`config.mk`:
```
export PLATFORM = sky130hd
export DESIGN_NAME = request_client_bank
export DESIGN_NICKNAME = d
export VERILOG_FILES = /design/src/rtl/rr_arb_pkg.sv /design/src/rtl/request_client_channel.sv /design/src/rtl/request_client_bank.sv
export SDC_FILE = /design/constraint.sdc
export NUM_CORES = 1
export LEC_CHECK = 0
export CORE_UTILIZATION = 40
export DETAILED_ROUTE_END_ITERATION = 16
export GPL_TIMING_DRIVEN = 0
export HOLD_SLACK_MARGIN = 0.02
export PLACE_DENSITY = 0.55
export SLEW_MARGIN = 20
export SYNTH_ARGS = -nofsm -noshare
export SYNTH_HDL_FRONTEND = slang
export SYNTH_HIERARCHICAL = 1
export SYNTH_SLANG_ARGS = --single-unit
export TNS_END_PERCENT = 10
```
`constraint.sdc`:
```
create_clock -name clk -period 4.9 [get_ports clk]
set_clock_uncertainty 0.15 [all_clocks]
set_input_delay 0.735 -clock clk [delete_from_list [all_inputs] [get_ports clk]]
set_output_delay 0.735 -clock clk [all_outputs]
set_load 0.03 [all_outputs]
```
`src/rtl/rr_arb_pkg.sv`:
```
// Shared definitions for the round-robin arbiter and its requester-side client bank.
package rr_arb_pkg;

  // Per-channel client state; SERVE means the channel was granted in the last registered cycle.
  typedef enum logic [1:0] {
    ST_IDLE  = 2'd0,
    ST_REQ   = 2'd1,
    ST_SERVE = 2'd2
  } client_state_e;

  // Number of requesters the arbiter and the client bank are built for.
  localparam int RR_NUM_REQ = 4;

  // One service slice: 3 seconds of a 50 MHz clock.
  localparam int RR_CLK_HZ       = 50_000_000;
  localparam int RR_SLICE_SEC    = 3;
  localparam int RR_SLICE_CYCLES = RR_CLK_HZ * RR_SLICE_SEC;

endpackage

```
`src/rtl/request_client_channel.sv`:
```
// One client channel: pending-job counter, accumulated service credit, state and overflow flag.
module request_client_channel
  import rr_arb_pkg::*;
#(
  parameter int CNT_W            = 3,
  parameter int MIN_GRANT_CYCLES = RR_SLICE_CYCLES
) (
  input  logic             clk,
  input  logic             reset,
  input  logic             job_in,
  input  logic             grant_in,
  output logic             request_out,
  output logic             job_done,
  output logic [CNT_W-1:0] pending_count,
  output logic             overflow
);

  localparam int                SVC_W    = $clog2(MIN_GRANT_CYCLES);
  localparam logic [SVC_W-1:0]  SVC_LAST = SVC_W'(MIN_GRANT_CYCLES - 1);
  localparam logic [CNT_W-1:0]  CNT_MAX  = {CNT_W{1'b1}};

  client_state_e    state_r;
  client_state_e    state_next_s;
  logic [CNT_W-1:0] count_r;
  logic [CNT_W-1:0] count_next_s;
  logic [SVC_W-1:0] svc_r;
  logic [SVC_W-1:0] svc_next_s;
  logic             serve_s;
  logic             complete_s;
  logic             overflow_next_s;
  logic             job_done_r;
  logic             overflow_r;

  // Request is a pure decode of the registered state, so grant_in never reaches it combinationally.
  assign request_out   = (state_r != ST_IDLE);
  assign job_done      = job_done_r;
  assign pending_count = count_r;
  assign overflow      = overflow_r;

  // Next-state logic: service credit, job retirement, arrivals with saturation, and state decode.
  always_comb begin
    serve_s         = 1'b0;
    complete_s      = 1'b0;
    svc_next_s      = svc_r;
    count_next_s    = count_r;
    overflow_next_s = overflow_r;
    state_next_s    = state_r;

    // Grants to a non-requesting channel earn no credit.
    serve_s    = request_out && grant_in;
    complete_s = serve_s && (svc_r == SVC_LAST);

    // Credit is kept across grant gaps and only wraps through completion.
    if (complete_s) begin
      svc_next_s = '0;
    end else if (serve_s) begin
      svc_next_s = svc_r + SVC_W'(1);
    end else begin
      svc_next_s = svc_r;
    end

    case ({job_in, complete_s})
      2'b10: begin
        if (count_r == CNT_MAX) begin
          overflow_next_s = 1'b1;
          count_next_s    = count_r;
        end else begin
          count_next_s    = count_r + CNT_W'(1);
        end
      end
      2'b01:   count_next_s = count_r - CNT_W'(1);
      default: count_next_s = count_r;
    endcase

    if (count_next_s == '0) begin
      state_next_s = ST_IDLE;
    end else if (grant_in) begin
      state_next_s = ST_SERVE;
    end else begin
      state_next_s = ST_REQ;
    end
  end

  // Channel state register with synchronous reset discarding jobs and credit.
  always_ff @(posedge clk) begin
    if (reset) begin
      state_r    <= ST_IDLE;
      count_r    <= '0;
      svc_r      <= '0;
      job_done_r <= 1'b0;
      overflow_r <= 1'b0;
    end else begin
      state_r    <= state_next_s;
      count_r    <= count_next_s;
      svc_r      <= svc_next_s;
      job_done_r <= complete_s;
      overflow_r <= overflow_next_s;
    end
  end

endmodule

```
`src/rtl/request_client_bank.sv`:
```
// Bank of client channels feeding the round-robin arbiter, with a grant-protocol checker.
module request_client_bank
  import rr_arb_pkg::*;
#(
  parameter int NUM_REQ          = RR_NUM_REQ,
  parameter int CNT_W            = 3,
  parameter int MIN_GRANT_CYCLES = RR_SLICE_CYCLES
) (
  input  logic                     clk,
  input  logic                     reset,
  input  logic [NUM_REQ-1:0]       job_in,
  input  logic [NUM_REQ-1:0]       grant_in,
  output logic [NUM_REQ-1:0]       request_out,
  output logic [NUM_REQ-1:0]       job_done,
  output logic [NUM_REQ*CNT_W-1:0] pending_count,
  output logic [NUM_REQ-1:0]       overflow,
  output logic                     grant_error
);

  logic stray_grant_s;
  logic multi_grant_s;

  for (genvar g = 0; g < NUM_REQ; g++) begin : g_chan
    request_client_channel #(
      .CNT_W            (CNT_W),
      .MIN_GRANT_CYCLES (MIN_GRANT_CYCLES)
    ) u_chan (
      .clk           (clk),
      .reset         (reset),
      .job_in        (job_in[g]),
      .grant_in      (grant_in[g]),
      .request_out   (request_out[g]),
      .job_done      (job_done[g]),
      .pending_count (pending_count[g*CNT_W +: CNT_W]),
      .overflow      (overflow[g])
    );
  end

  // Detect a grant to an idle channel or more than one grant at once.
  always_comb begin
    stray_grant_s = 1'b0;
    multi_grant_s = 1'b0;
    stray_grant_s = ((grant_in & ~request_out) != '0);
    multi_grant_s = ((grant_in & (grant_in - NUM_REQ'(1))) != '0);
  end

  // Sticky protocol-violation flag, cleared only by reset.
  always_ff @(posedge clk) begin
    if (reset) begin
      grant_error <= 1'b0;
    end else begin
      grant_error <= grant_error | stray_grant_s | multi_grant_s;
    end
  end

endmodule

```
# [Word level (Yosys, flattened, before mapping)]
# Cells that the tools add are included.
# W data, S select, Z words.
[op_classes] add_sub_neg=13 eq_ne=16 n_mux=12 bitwise=5 reduce_logical=30
[ops] op="$add A28 B1 Y28 const B" n=4
[ops] op="$eq A28 B28 Y1 const B" n=4
[ops] op="$pmux W3 S2" n=4
[ops] op="$reduce_or A2 Y1" n=8
[ops] op="$add A3 B1 Y3 const B" n=4
[ops] op="$eq A3 B3 Y1 const B" n=4
[ops] op="$logic_not A3 Y1" n=4
[ops] op="$mux W3" n=4
[ops] op="$sub A3 B1 Y3 const B" n=4
[ops] op="$and A4 B4 Y4" n=2
[ops] op="$eq A2 B1 Y1 const B" n=4
[ops] op="$eq A2 B2 Y1 const B" n=4
[ops] op="$logic_and A1 B1 Y1" n=8
[ops] op="$mux W2" n=4
[ops] op="$reduce_and A2 Y1" n=4
[ops] op="$reduce_bool A2 Y1" n=4
[ops] op="$reduce_bool A4 Y1" n=2
[ops] op="$not A4 Y4" n=1
[ops] op="$sub A4 B1 Y4 const B" n=1
[ops] op="$or A1 B1 Y1" n=2
[word_totals] register_bits=141 in_bits=10 output_inout_bits=25 wordCells=97

# [Longest topological paths before layout]
[depth] word_depth=7 ltp_mapped=11

# [Modules after synthesis]
# Netlist, hierarchy kept.
[modules_own_cells] module="request_client_channel" instances=4 cells_per_inst=208 area_per_inst_um2=1890.6 seq_area_each_um2=700.7
[modules_own_cells] module="request_client_bank" instances=1 cells_per_inst=8 area_per_inst_um2=68.8 seq_area_each_um2=20.0

# [Least setup slack after synthesis]
# No wires, ideal clock.
[synth_path] path_type="in2reg" start="in grant_in[0]" end="reg g_chan[0].u_chan.state_r[1]" setup_time_ns=0.080 t_arrival_ns=2.450 t_required_ns=4.670 path_slack_ns=2.220 path_stages=8 n_path_buf=0 cell_sequence="o2111ai_2 nor4_4 nand3_2 inv_1 ha_1 a2111oi_0 nor3_1 nor3b_1"
[synth_via] elab_chain_cells=6 word_cells_on_any_way=8
[synth_lines] item="start: declaration" line="request_client_bank.sv:12" rtl="input logic [NUM_REQ-1:0] grant_in,"
[synth_lines] item="$logic_and A1 B1 Y1 (*)" line="request_client_channel.sv:50" rtl="serve_s = request_out && grant_in;"
[synth_lines] item="$logic_and A1 B1 Y1 (*)" line="request_client_channel.sv:51" rtl="complete_s = serve_s && (svc_r == SVC_LAST);"
[synth_lines] item="via g_chan[0].u_chan.complete_s" line="request_client_channel.sv:29" rtl="logic complete_s;"
[synth_lines] item="$eq A2 B1 Y1 or $eq A2 B2 Y1 (tied branches)" line="request_client_channel.sv:62" rtl="case ({job_in, complete_s})"
[synth_lines] item="$pmux W3 S2 (*)" line="request_client_channel.sv:62"
[synth_lines] item="$logic_not A3 Y1 (*)" line="request_client_channel.sv:75" rtl="if (count_next_s == '0) begin"
[synth_lines] item="$reduce_or A2 Y1 (no source line) (*)"
[synth_lines] item="end signal: assignment" line="request_client_channel.sv:93" rtl="state_r <= state_next_s;"
[synth_lines] item="end: declaration" line="request_client_channel.sv:22" rtl="client_state_e state_r;"
# The timed path passes the listed nets; every way through them passes the cells marked *.
# A chain may end at the register's enable or synchronous reset.

# [Worst setup path in the final report]
[layout_path] start="in grant_in[1]" end="reg g_chan[1].u_chan.state_r[1]"
[layout_via] elab_chain_cells=6 word_cells_on_any_way=8
[layout_lines] item="$logic_and A1 B1 Y1 (*)" line="request_client_channel.sv:50"
[layout_lines] item="$logic_and A1 B1 Y1 (*)" line="request_client_channel.sv:51"
[layout_lines] item="via g_chan[1].u_chan.complete_s" line="request_client_channel.sv:29"
[layout_lines] item="$eq A2 B1 Y1 or $eq A2 B2 Y1 (tied branches)" line="request_client_channel.sv:62"
[layout_lines] item="$pmux W3 S2 (*)" line="request_client_channel.sv:62"
[layout_lines] item="$logic_not A3 Y1 (*)" line="request_client_channel.sv:75"
[layout_lines] item="$reduce_or A2 Y1 (no source line) (*)"
[layout_lines] item="end signal: assignment" line="request_client_channel.sv:93"
[layout_lines] item="end: declaration" line="request_client_channel.sv:22"
# Marked as above.

==> reports/metrics.csv <==
metric,value,unit
status,completed,
row_count,50,
setup_viol,0,
synth_compound_area_share,9.51,%
start_util,40.8,%
vdd_drop_max,0.216,mV
max_freq,284,MHz
p_int,2.05,mW
ctsResizeCount,0,
crit_fanout,8,
overflow,0,
hold_viol_final,0,
final_cell_count_no_fill,1140,
vias,6071,
synth-seq-area-share,37.0,%
synth_edf_count,0,
design.core.area,18700,sq um
synth_flop_cell,dfxtp_1,
gp_congestion,0.826,
wire_per_inst,14.3,um
dp.cells,1108,
drcViolationCount,0,
syn_to_final_growth,16.5,%
first_global_vias,5637,
tightest_slew,1010,ps
arrival,3700,ps
dieArea,19600,sq um
fillerInstances,1814,
p_leak,3.00,nW
synthCells,840,
cts_buffers,17,
hp-class,flip-flop to flip-flop,
synth_xor_area_share,10.1,%
synth_top_cell_area_share,37.0,%
yosysWarnings,6,
antenna_found_initial,0,
synth_cell_types,57,
async_reset_ff_share,0,%
cp-end-kind,flip-flop,
pwr-share-clk,51.4,%
rsz0062_at_grt,false,
switchingPower,0.595,mW
p_seq_share,44.0,%
drt-initial-drc-count,258,
diodes,0,
ys_seq_elements,141,
synth_area,7630,sq um
drv_slew,0,
start_kind,input port,
synth_top_family_by_area,simple AND/OR/NAND/NOR gates,
min_period,3520,ps
synth_fa_ha_area_share,3.94,%
root_buffer,clkbuf_16,
yosys.area_share.simple,35.1,%
setup_tns,0,ps
die_h,140,um
clock_path_buffers,2,
final_area,8890,sq um
max_cap_violations,0,
synth_top_area_cell,dfxtp_1,
cts.sinks,141,
dp_hpwl,11500,um
yosysMostFrequentCell,dfxtp_1,
period_share,71.7,%
multi_input_area,4510,sq um
routed_wirelength,16300,um
final_core_util,47.5,%
p_comb_share,4.6,%
synthTopCellsByArea,"dfxtp_1 37%, xor2_1 7.8%, nor2_1 4.3%",
grt_pass1_wl,27400,um
maxSlewHeadroom,32.5,%
cts_hold_buf,0,
synthMuxAreaShare,0.525,%
cts_tree,done,
power_density,297,nW/um^2
drive_above_1_share,16.4,%
setup_slack,1380,ps
clk_pin_slew_worst_paths,60,ps
crit_required,5090,ps
cts_setup_buffers,0,
place_area,8260,sq um
viasPerCell,5.33,
dr.pass1.iters,4,
regArea,2820,sq um
track_usage,17.3,%
switching_share,22.5,%
insertion_delay,420,ps
dp_slack,983,ps
worst-setup-path-type,input port to flip-flop,
io_buffers,34,
ant_nets,0,
die_w,140,um
netlist_top_cells_count,"141 x dfxtp_1, 88 x nor2_1, 72 x nand2_1, 68 x xor2_1",
htreeDepth,4,
final_nets,927,
synth_nets,874,
num_io_pins,35,
grt_max_degree,17,
synth.avg_cell_area,9.08,sq um
## power by group through the flow
stage / sequential [mW] / clock [mW] / combinational [mW]
after floorplan: 1.19 / 0 / 0.0744
after global placement: 1.19 / 0 / 0.124
after detailed placement: 1.19 / 0 / 0.123
after CTS: 1.16 / 1.40 / 0.124
after global routing: 1.16 / 1.45 / 0.133
final: 1.16 / 1.36 / 0.121
## layer usage
layer	up-vias	wire length (um)	GRT usage, %
met3	13	662	4.44
met1	2849	8010	23.0
li1	3126	-	-
met5	-	0	0
met2	83	7440	27.4
met4	0	159	5.61
## worst paths after layout
check / from / end / slack (ps) / cells past startpoint
worst min-delay path: g_chan[0].u_chan/svc_r[26]$_SDFFE_PP0P_ / g_chan[0].u_chan/svc_r[26]$_SDFFE_PP0P_ / 320 / 1
worst max-delay path: grant_in[1] / g_chan[1].u_chan/state_r[1]$_SDFF_PP0_ / 1380 / 9
worst max register to register: g_chan[1].u_chan/svc_r[25]$_SDFFE_PP0P_ / g_chan[1].u_chan/state_r[1]$_SDFF_PP0_ / 1870 / 8
worst min register to register: g_chan[0].u_chan/svc_r[26]$_SDFFE_PP0P_ / g_chan[0].u_chan/svc_r[26]$_SDFFE_PP0P_ / 320 / 1
## area by class of cell
cell class                 count  area share [%]
buffer                        20            1.91
timing repair buffer          34            3.83
sequential                   141            31.7
tap                          234            3.29
inverter                      33            1.39
clock buffer                  20            5.25
multi-input combinational    646            50.8
clock inverter                12            1.82
## cell usage in the layout, fill, tap and decap left out, types with 17 or more instances in the layout
| cell type | synthesis | layout |
|---|---|---|
| nand3_1 | 40 | 40 |
| dfxtp_1 | 141 | 141 |
| nand4_1 | 40 | 40 |
| xnor2_1 | 20 | 20 |
| clkdlybuf4s50_1 | 0 | 34 |
| nor2_2 | 40 | 40 |
| xor2_1 | 68 | 68 |
| nand2_1 | 72 | 72 |
| ha_1 | 24 | 24 |
| nor2_1 | 88 | 88 |
| clkbuf_16 | 0 | 17 |
| inv_1 | 33 | 33 |
| nor3_1 | 28 | 28 |
| a21oi_1 | 18 | 18 |
## flip-flops by register name, indices dropped and copies added (netlist names)
register / cells
g_chan.u_chan/job_done: 4
g_chan.u_chan/overflow: 4
g_chan.u_chan/pending_count: 12
g_chan.u_chan/state_r: 8
g_chan.u_chan/svc_r: 112
grant_error: 1
## metrics by stage
| stage | hold WS (ps) | total power, mW |
|---|---|---|
| after global routing | 342 | 2.75 |
| final | 318 | 2.64 |
| after detailed placement | 310 | 1.31 |
| after floorplan | 293 | 1.27 |
| after global placement | 305 | 1.31 |
| after CTS | 320 | 2.68 |
## worst max-delay path, cell delays in order
cell,delay [ps]
clkdlybuf4s50_1,630
o2111ai_2,340
nor4_4,430
nand3_2,190
inv_1,120
ha_1,280
a2111oi_0,620
nor3_1,150
nor3b_1,200
## logic make-up after synthesis
| group | after synthesis |
|---|---|
| DFF | 141 |
| xor gates and xnor gates | 88 |
| buffers and inverters | 53 |
| muxes | 4 |
| adders and majority gates | 24 |
| and+or+nand+nor | 431 |
| AOI/OAI and AO/OA | 99 |
Power figures use the tool's default switching activity.
